$ cat src/rtl/hash_search_ctrl_if.sv
// Handshake between the search controller and the hash core.
// The controller drives start/nonce (master); the core answers with done/digest (slave).
interface hash_search_ctrl_if #(
    parameter int NONCE_W  = 32,
    parameter int DIGEST_W = 32
);
    logic                core_start;
    logic [NONCE_W-1:0]  core_nonce;
    logic                core_done;
    logic [DIGEST_W-1:0] core_digest;

    modport master (output core_start, core_nonce, input core_done, core_digest);
    modport slave  (input core_start, core_nonce, output core_done, core_digest);
endinterface

$ cat src/rtl/hash_search_ctrl.sv
// Nonce search sequencer: issues candidates to a hash core until a digest matches target.
// Optional core watchdog and timeout_err output enabled by defining HASH_SEARCH_TIMEOUT_EN.
//
// state     | meaning
// IDLE      | no search, waiting for cmd_start
// WAIT_LOCK | search active, waiting for the core clock to be valid
// ISSUE     | launch the current nonce (core_start follows next cycle)
// WAIT_DONE | waiting for core_done
// CHECK     | compare registered digest, advance or finish
// FOUND     | match recorded; behaves as IDLE for cmd_start
// EXHAUSTED | no candidate matched; behaves as IDLE for cmd_start
module hash_search_ctrl #(
    parameter int NONCE_W        = 32,
    parameter int DIGEST_W       = 32,
    parameter int TIMEOUT_CYCLES = 1024
) (
    input  logic                clk_50,
    input  logic                reset,
    input  logic                pll_locked,
    input  logic                cmd_start,
    input  logic                cmd_abort,
    input  logic [NONCE_W-1:0]  nonce_base,
    input  logic [NONCE_W-1:0]  nonce_count,
    input  logic [DIGEST_W-1:0] target,
    hash_search_ctrl_if.master  core,
    output logic                busy,
    output logic                found,
    output logic [NONCE_W-1:0]  found_nonce,
    output logic                exhausted,
    output logic [4:0]          status_led
`ifdef HASH_SEARCH_TIMEOUT_EN
    ,
    output logic                timeout_err
`endif
);

    typedef enum logic [2:0] {
        IDLE, WAIT_LOCK, ISSUE, WAIT_DONE, CHECK, FOUND, EXHAUSTED
    } state_t;

    state_t              state;
    logic [NONCE_W-1:0]  nonce;
    logic [NONCE_W-1:0]  remaining;
    logic [DIGEST_W-1:0] target_q;
    logic [DIGEST_W-1:0] digest_q;
    logic [24:0]         hb_cnt;

`ifdef HASH_SEARCH_TIMEOUT_EN
    localparam int WD_W = $clog2(TIMEOUT_CYCLES + 1);
    logic [WD_W-1:0] wd_cnt;
`else
    localparam int unused_timeout_cycles = TIMEOUT_CYCLES;
`endif

    assign core.core_nonce = nonce;
    assign status_led      = {pll_locked, exhausted, found, busy, hb_cnt[24]};

    always_ff @(posedge clk_50) begin
        if (reset) begin
            hb_cnt <= '0;
        end else begin
            hb_cnt <= hb_cnt + 25'd1;
        end
    end

    always_ff @(posedge clk_50) begin
        if (reset) begin
            state           <= IDLE;
            core.core_start <= 1'b0;
            nonce           <= '0;
            remaining       <= '0;
            target_q        <= '0;
            digest_q        <= '0;
            busy            <= 1'b0;
            found           <= 1'b0;
            found_nonce     <= '0;
            exhausted       <= 1'b0;
`ifdef HASH_SEARCH_TIMEOUT_EN
            wd_cnt          <= '0;
            timeout_err     <= 1'b0;
`endif
        end else begin
            core.core_start <= 1'b0;
            // Abort wins over everything, including a matching result in the same cycle.
            if (cmd_abort && state != IDLE) begin
                state <= IDLE;
                busy  <= 1'b0;
            end else begin
                case (state)
                    IDLE, FOUND, EXHAUSTED: begin
                        if (cmd_start) begin
                            nonce     <= nonce_base;
                            remaining <= nonce_count;
                            target_q  <= target;
                            found     <= 1'b0;
                            exhausted <= 1'b0;
                            busy      <= 1'b1;
                            state     <= WAIT_LOCK;
`ifdef HASH_SEARCH_TIMEOUT_EN
                            timeout_err <= 1'b0;
`endif
                        end
                    end
                    WAIT_LOCK: begin
                        if (remaining == '0) begin
                            exhausted <= 1'b1;
                            busy      <= 1'b0;
                            state     <= EXHAUSTED;
                        end else if (pll_locked) begin
                            state <= ISSUE;
                        end
                    end
                    ISSUE: begin
                        if (!pll_locked) begin
                            state <= WAIT_LOCK;
                        end else begin
                            core.core_start <= 1'b1;
                            state           <= WAIT_DONE;
`ifdef HASH_SEARCH_TIMEOUT_EN
                            wd_cnt          <= WD_W'(TIMEOUT_CYCLES);
`endif
                        end
                    end
                    WAIT_DONE: begin
                        if (!pll_locked) begin
                            state <= WAIT_LOCK;
                        end else if (core.core_done) begin
                            digest_q <= core.core_digest;
                            state    <= CHECK;
                        end
`ifdef HASH_SEARCH_TIMEOUT_EN
                        else if (wd_cnt == '0) begin
                            timeout_err <= 1'b1;
                            state       <= ISSUE;
                        end else begin
                            wd_cnt <= wd_cnt - 1'b1;
                        end
`endif
                    end
                    CHECK: begin
                        if (!pll_locked) begin
                            state <= WAIT_LOCK;
                        end else if (digest_q == target_q) begin
                            found       <= 1'b1;
                            found_nonce <= nonce;
                            busy        <= 1'b0;
                            state       <= FOUND;
                        end else if (remaining == NONCE_W'(1)) begin
                            remaining <= '0;
                            exhausted <= 1'b1;
                            busy      <= 1'b0;
                            state     <= EXHAUSTED;
                        end else begin
                            remaining <= remaining - 1'b1;
                            nonce     <= nonce + 1'b1;
                            state     <= ISSUE;
                        end
                    end
                    default: begin
                        busy  <= 1'b0;
                        state <= IDLE;
                    end
                endcase
            end
        end
    end

endmodule

$ cat src/flat_wrapper.sv
// flat-port wrapper written by rule: the top's interface ports become plain ports
module hash_search_ctrl_flat 
#(
    parameter int NONCE_W        = 32,
    parameter int DIGEST_W       = 32,
    parameter int TIMEOUT_CYCLES = 1024
)
  (clk_50, reset, pll_locked, cmd_start, cmd_abort, nonce_base, nonce_count, target, busy, found, found_nonce, exhausted, status_led, core_core_start, core_core_nonce, core_core_done, core_core_digest);
  hash_search_ctrl_if #(.NONCE_W(NONCE_W), .DIGEST_W(DIGEST_W)) core_i ();
  input  logic clk_50;
  input  logic reset;
  input  logic pll_locked;
  input  logic cmd_start;
  input  logic cmd_abort;
  input  logic [NONCE_W-1:0] nonce_base;
  input  logic [NONCE_W-1:0] nonce_count;
  input  logic [DIGEST_W-1:0] target;
  output logic busy;
  output logic found;
  output logic [NONCE_W-1:0] found_nonce;
  output logic exhausted;
  output logic [4:0] status_led;
  output wire logic [$bits(core_i.core_start)-1:0] core_core_start;
  output wire logic [$bits(core_i.core_nonce)-1:0] core_core_nonce;
  input wire logic [$bits(core_i.core_done)-1:0] core_core_done;
  input wire logic [$bits(core_i.core_digest)-1:0] core_core_digest;
  assign core_core_start = core_i.core_start;
  assign core_core_nonce = core_i.core_nonce;
  assign core_i.core_done = core_core_done;
  assign core_i.core_digest = core_core_digest;
  hash_search_ctrl #(.NONCE_W(NONCE_W), .DIGEST_W(DIGEST_W), .TIMEOUT_CYCLES(TIMEOUT_CYCLES)) u_core (.clk_50(clk_50), .reset(reset), .pll_locked(pll_locked), .cmd_start(cmd_start), .cmd_abort(cmd_abort), .nonce_base(nonce_base), .nonce_count(nonce_count), .target(target), .core(core_i), .busy(busy), .found(found), .found_nonce(found_nonce), .exhausted(exhausted), .status_led(status_led));
endmodule
$ cat config.mk
export PLATFORM = sky130hd
export DESIGN_NAME = hash_search_ctrl_flat
export DESIGN_NICKNAME = d
export VERILOG_FILES = /design/src/rtl/hash_search_ctrl_if.sv /design/src/rtl/hash_search_ctrl.sv /design/src/flat_wrapper.sv
export SDC_FILE = /design/constraint.sdc
export NUM_CORES = 1
export LEC_CHECK = 0
export CAP_MARGIN = 20
export CELL_PAD_IN_SITES_DETAIL_PLACEMENT = 0
export CELL_PAD_IN_SITES_GLOBAL_PLACEMENT = 2
export CORE_MARGIN = 8
export CORE_UTILIZATION = 29
export CTS_CLUSTER_DIAMETER = 60
export DETAILED_ROUTE_END_ITERATION = 8
export PLACE_DENSITY = 0.8
export SYNTH_ARGS = -nofsm -noshare
export SYNTH_HDL_FRONTEND = slang
export SYNTH_SLANG_ARGS = --single-unit
$ cat constraint.sdc
create_clock -name clk_50 -period 2.7 [get_ports clk_50]
set_input_delay 0.27 -clock clk_50 [delete_from_list [all_inputs] [get_ports clk_50]]
set_output_delay 0.27 -clock clk_50 [all_outputs]
set_load 0.1 [all_outputs]
==> impl_metrics.yaml <==
clock_network:
  cts.root.buffer_cell: "clkbuf_16"
  cts_buffers: 17
  cts_setup_buffers: 0
  cts_tree: "done"
  cts_resized: 0
  hold_buffers: 0
  cts-htree-levels: 4
  clk_latency_ns: 0.43
  clk_pin_slew_ns: 0.08
  clk_path_buf_depth: 2
  clock-sinks: 192
synth:
  synth-edff-count: 0
  netlist_area_sq_um: 9560
  synthCells: 1211
  synth_area_leaders: "dfxtp_1, nand2_1, a21oi_1"
  ys.flop_type: "dfxtp_1"
  async_flop_share_pct: 0
  ys_seq_elements: 192
  synth_most_common_cell: "nand2_1"
  synth_top_area_share_pct: 40.2
  ys_warn_count: 0
  synth_area_leader_cell: "dfxtp_1"
  synth_fp_nets: 1349
  synth_seq_area_share_pct: 40.2
  syn_avg_cell_area_sq_um: 7.89
  synth_commonest_cells: "nand2_1, dfxtp_1, a21oi_1, nor2_1, o21ai_0"
  ys_types: 61
sta:
  slew_viol_final: 0
  max-slew-margin-rel_pct: 59.7
  skew_ns: 0.0185
  hold_slack_ns: 0.221
  hold_viol: 0
  fin_crit_sh_pct: 94.4
  min_period_ns: 2.55
  setup_tns_ns: 0
  fmax_ghz: 0.392
  finalSetupViolations: 0
  worstMarginPinSlew_ns: 0.602
  rsz0062_at_grt: "false"
setup_path:
  path_cells: "xnor2_1, nand4_1, nor4_2, buf_4, nand2_2, or4_2, buf_12, mux2i_1, nor2_1"
  crit_family: "simple AND/OR/NAND/NOR gates"
  cp.required_ns: 3.01
  cp-end-kind: "flop"
  cp_slowest_cell: "or4_2"
  critical_path.max_stage_delay_ns: 0.66
  worstPathArrival_ns: 2.85
  crit_fanout: 32
  critical_path.startpoint_type: "flop"
  critPathKind: "flop to flop"
  critPathBufInv: 2
final_layout:
  drive_gt1_share_pct: 14.4
  n_antenna_cell: 0
  fin_util_pct: 38.7
  nets: 1531
  area_delta_synth_final_pct: 31.8
  fill_cells: 3440
die:
  fp-row-count: 66
  die-area_sq_um: 39000
  start_util_pct: 29.4
  die_w_microns: 198
  io_pins: 207
  die_h_microns: 198
  core-area_sq_um: 32500
power_and_ir_drop:
  power.share.sequential_pct: 41.3
  leakagePower_nw: 4.77
  ir_drop_v: 0.000422
  pwr_density_cell_nw_per_um2: 617
  p_sw_share_pct: 36.1
  p_int_mw: 4.97
  power.switching_mw: 2.81
  power_frac_comb_pct: 26.2
  power.share.clock_pct: 32.5
global_routing:
  gr-usage-all-layers_pct: 15.9
  grt_pass1_vias: 9016
  grt_pass1_wl_microns: 50500
  antenna_found_initial: 1
  grt_max_degree: 81
  grt-ovfl-total: 0
detailed_routing:
  vias: 9065
  wirelength_microns: 31300
  drt_iter0_markers: 515
  routed_via_density: 4.91
  ant_nets: 0
  dr.pass1.iters: 5
  avgRoutedWirePerCell_microns: 16.9
  drcViolationCount: 0
run_status:
  status: "completed"
placed_design:
  dp_hpwl_microns: 22800
  place.gp.congestion: 0.771
  portBuffers: 206
flow_run:
  drv_cap: 0
min_path:
  hp-class: "input port to flop"
-- placed cells by master (no fill, tap or decap), types with 10 or more instances in the layout --
cell type,synthesis,routed
nand2b_1,12,12
clkbuf_16,0,17
o32ai_1,10,10
mux2i_1,35,35
nand3_1,35,34
or3_1,18,18
dfxtp_2,0,11
nand2_1,215,215
clkdlybuf4s50_1,0,132
inv_1,13,13
a211oi_2,12,12
a22oi_1,25,25
buf_4,7,109
xnor2_1,37,36
o21ai_0,77,77
nor2_1,123,122
a21oi_1,123,123
nor3_1,31,31
nand4_1,21,21
and3_1,11,11
xor2_1,16,16
dfxtp_1,192,181
o31ai_1,13,13
-- final timing paths --
kind	from	end	slack, ns	cells past startpoint
setup / recovery	u_core.target_q[17]	u_core.found_nonce[4]	0.15	9
hold reg to reg	u_core.digest_q[7]	u_core.digest_q[7]	0.47	2
setup reg to reg	u_core.target_q[17]	u_core.found_nonce[4]	0.15	9
hold / removal	reset	u_core.found_nonce[7]	0.22	2
-- flip-flops by register name, indices dropped and copies added, names as in the netlist --
name and flops:
u_core.busy 1, u_core.core.core_nonce 32, u_core.core.core_start 1, u_core.digest_q 32, u_core.exhausted 1, u_core.found 1
u_core.found_nonce 32, u_core.hb_cnt 25, u_core.remaining 32, u_core.state 3, u_core.target_q 32
-- layer usage --
layer | up-vias | global-route usage, % | part of all wire (%)
met4 | 2 | 3.90 | 1.4
met5 | - | 0 | 0.061
met2 | 246 | 25.2 | 44
met3 | 24 | 3.68 | 5.9
met1 | 4183 | 21.7 | 48
li1 | 4610 | - | -
-- stage by stage --
stage,cell area (sq um),power (mW),setup WS [ns],std cells
after floorplan,9570,4.62,0.0149,1211
after global placement,12000,5.32,0.0833,1816
after detailed placement,12000,5.33,0.0682,1816
after CTS,12600,7.90,0.0584,1848
after global routing,12600,8.21,0.00277,1848
final,12600,7.78,0.151,1848
-- logic make-up (layout without fill, tap and decap cells) --
family                     Yosys count  count (layout)  share of synthesized area [%]
and+or+nand+nor                    521             521                           25.7
AOI/OAI and AO/OA                  308             308                           20.1
DFF                                192             192                           40.2
buffers and inverters               98             293                           4.97
xor gates and xnor gates            53              53                           4.86
muxes                               35              35                           3.66
adders and majority gates            4               4                          0.524
-- power groups by stage --
stage	Sequential [mW]	Clock [mW]	Combinational, mW
5_1_grt	3.24	2.76	2.21
4_1_cts	3.21	2.64	2.06
3_3_place_gp	3.27	0	2.04
3_5_place_dp	3.27	0	2.05
6_report	3.21	2.53	2.04
2_1_floorplan	3.65	0	0.974
-- area by class of cell --
type	count	area (sq um)	share of cell area [%]
Sequential cell	192	3860	30.6
Clock inverter	15	161	1.28
Inverter	13	48.8	0.387
Timing Repair Buffer	248	2270	18.0
Multi-Input combinational cell	921	5280	41.9
Clock buffer	17	425	3.38
Tap cell	442	553	4.39
Note: power is estimated with default switching activity, not from simulation.
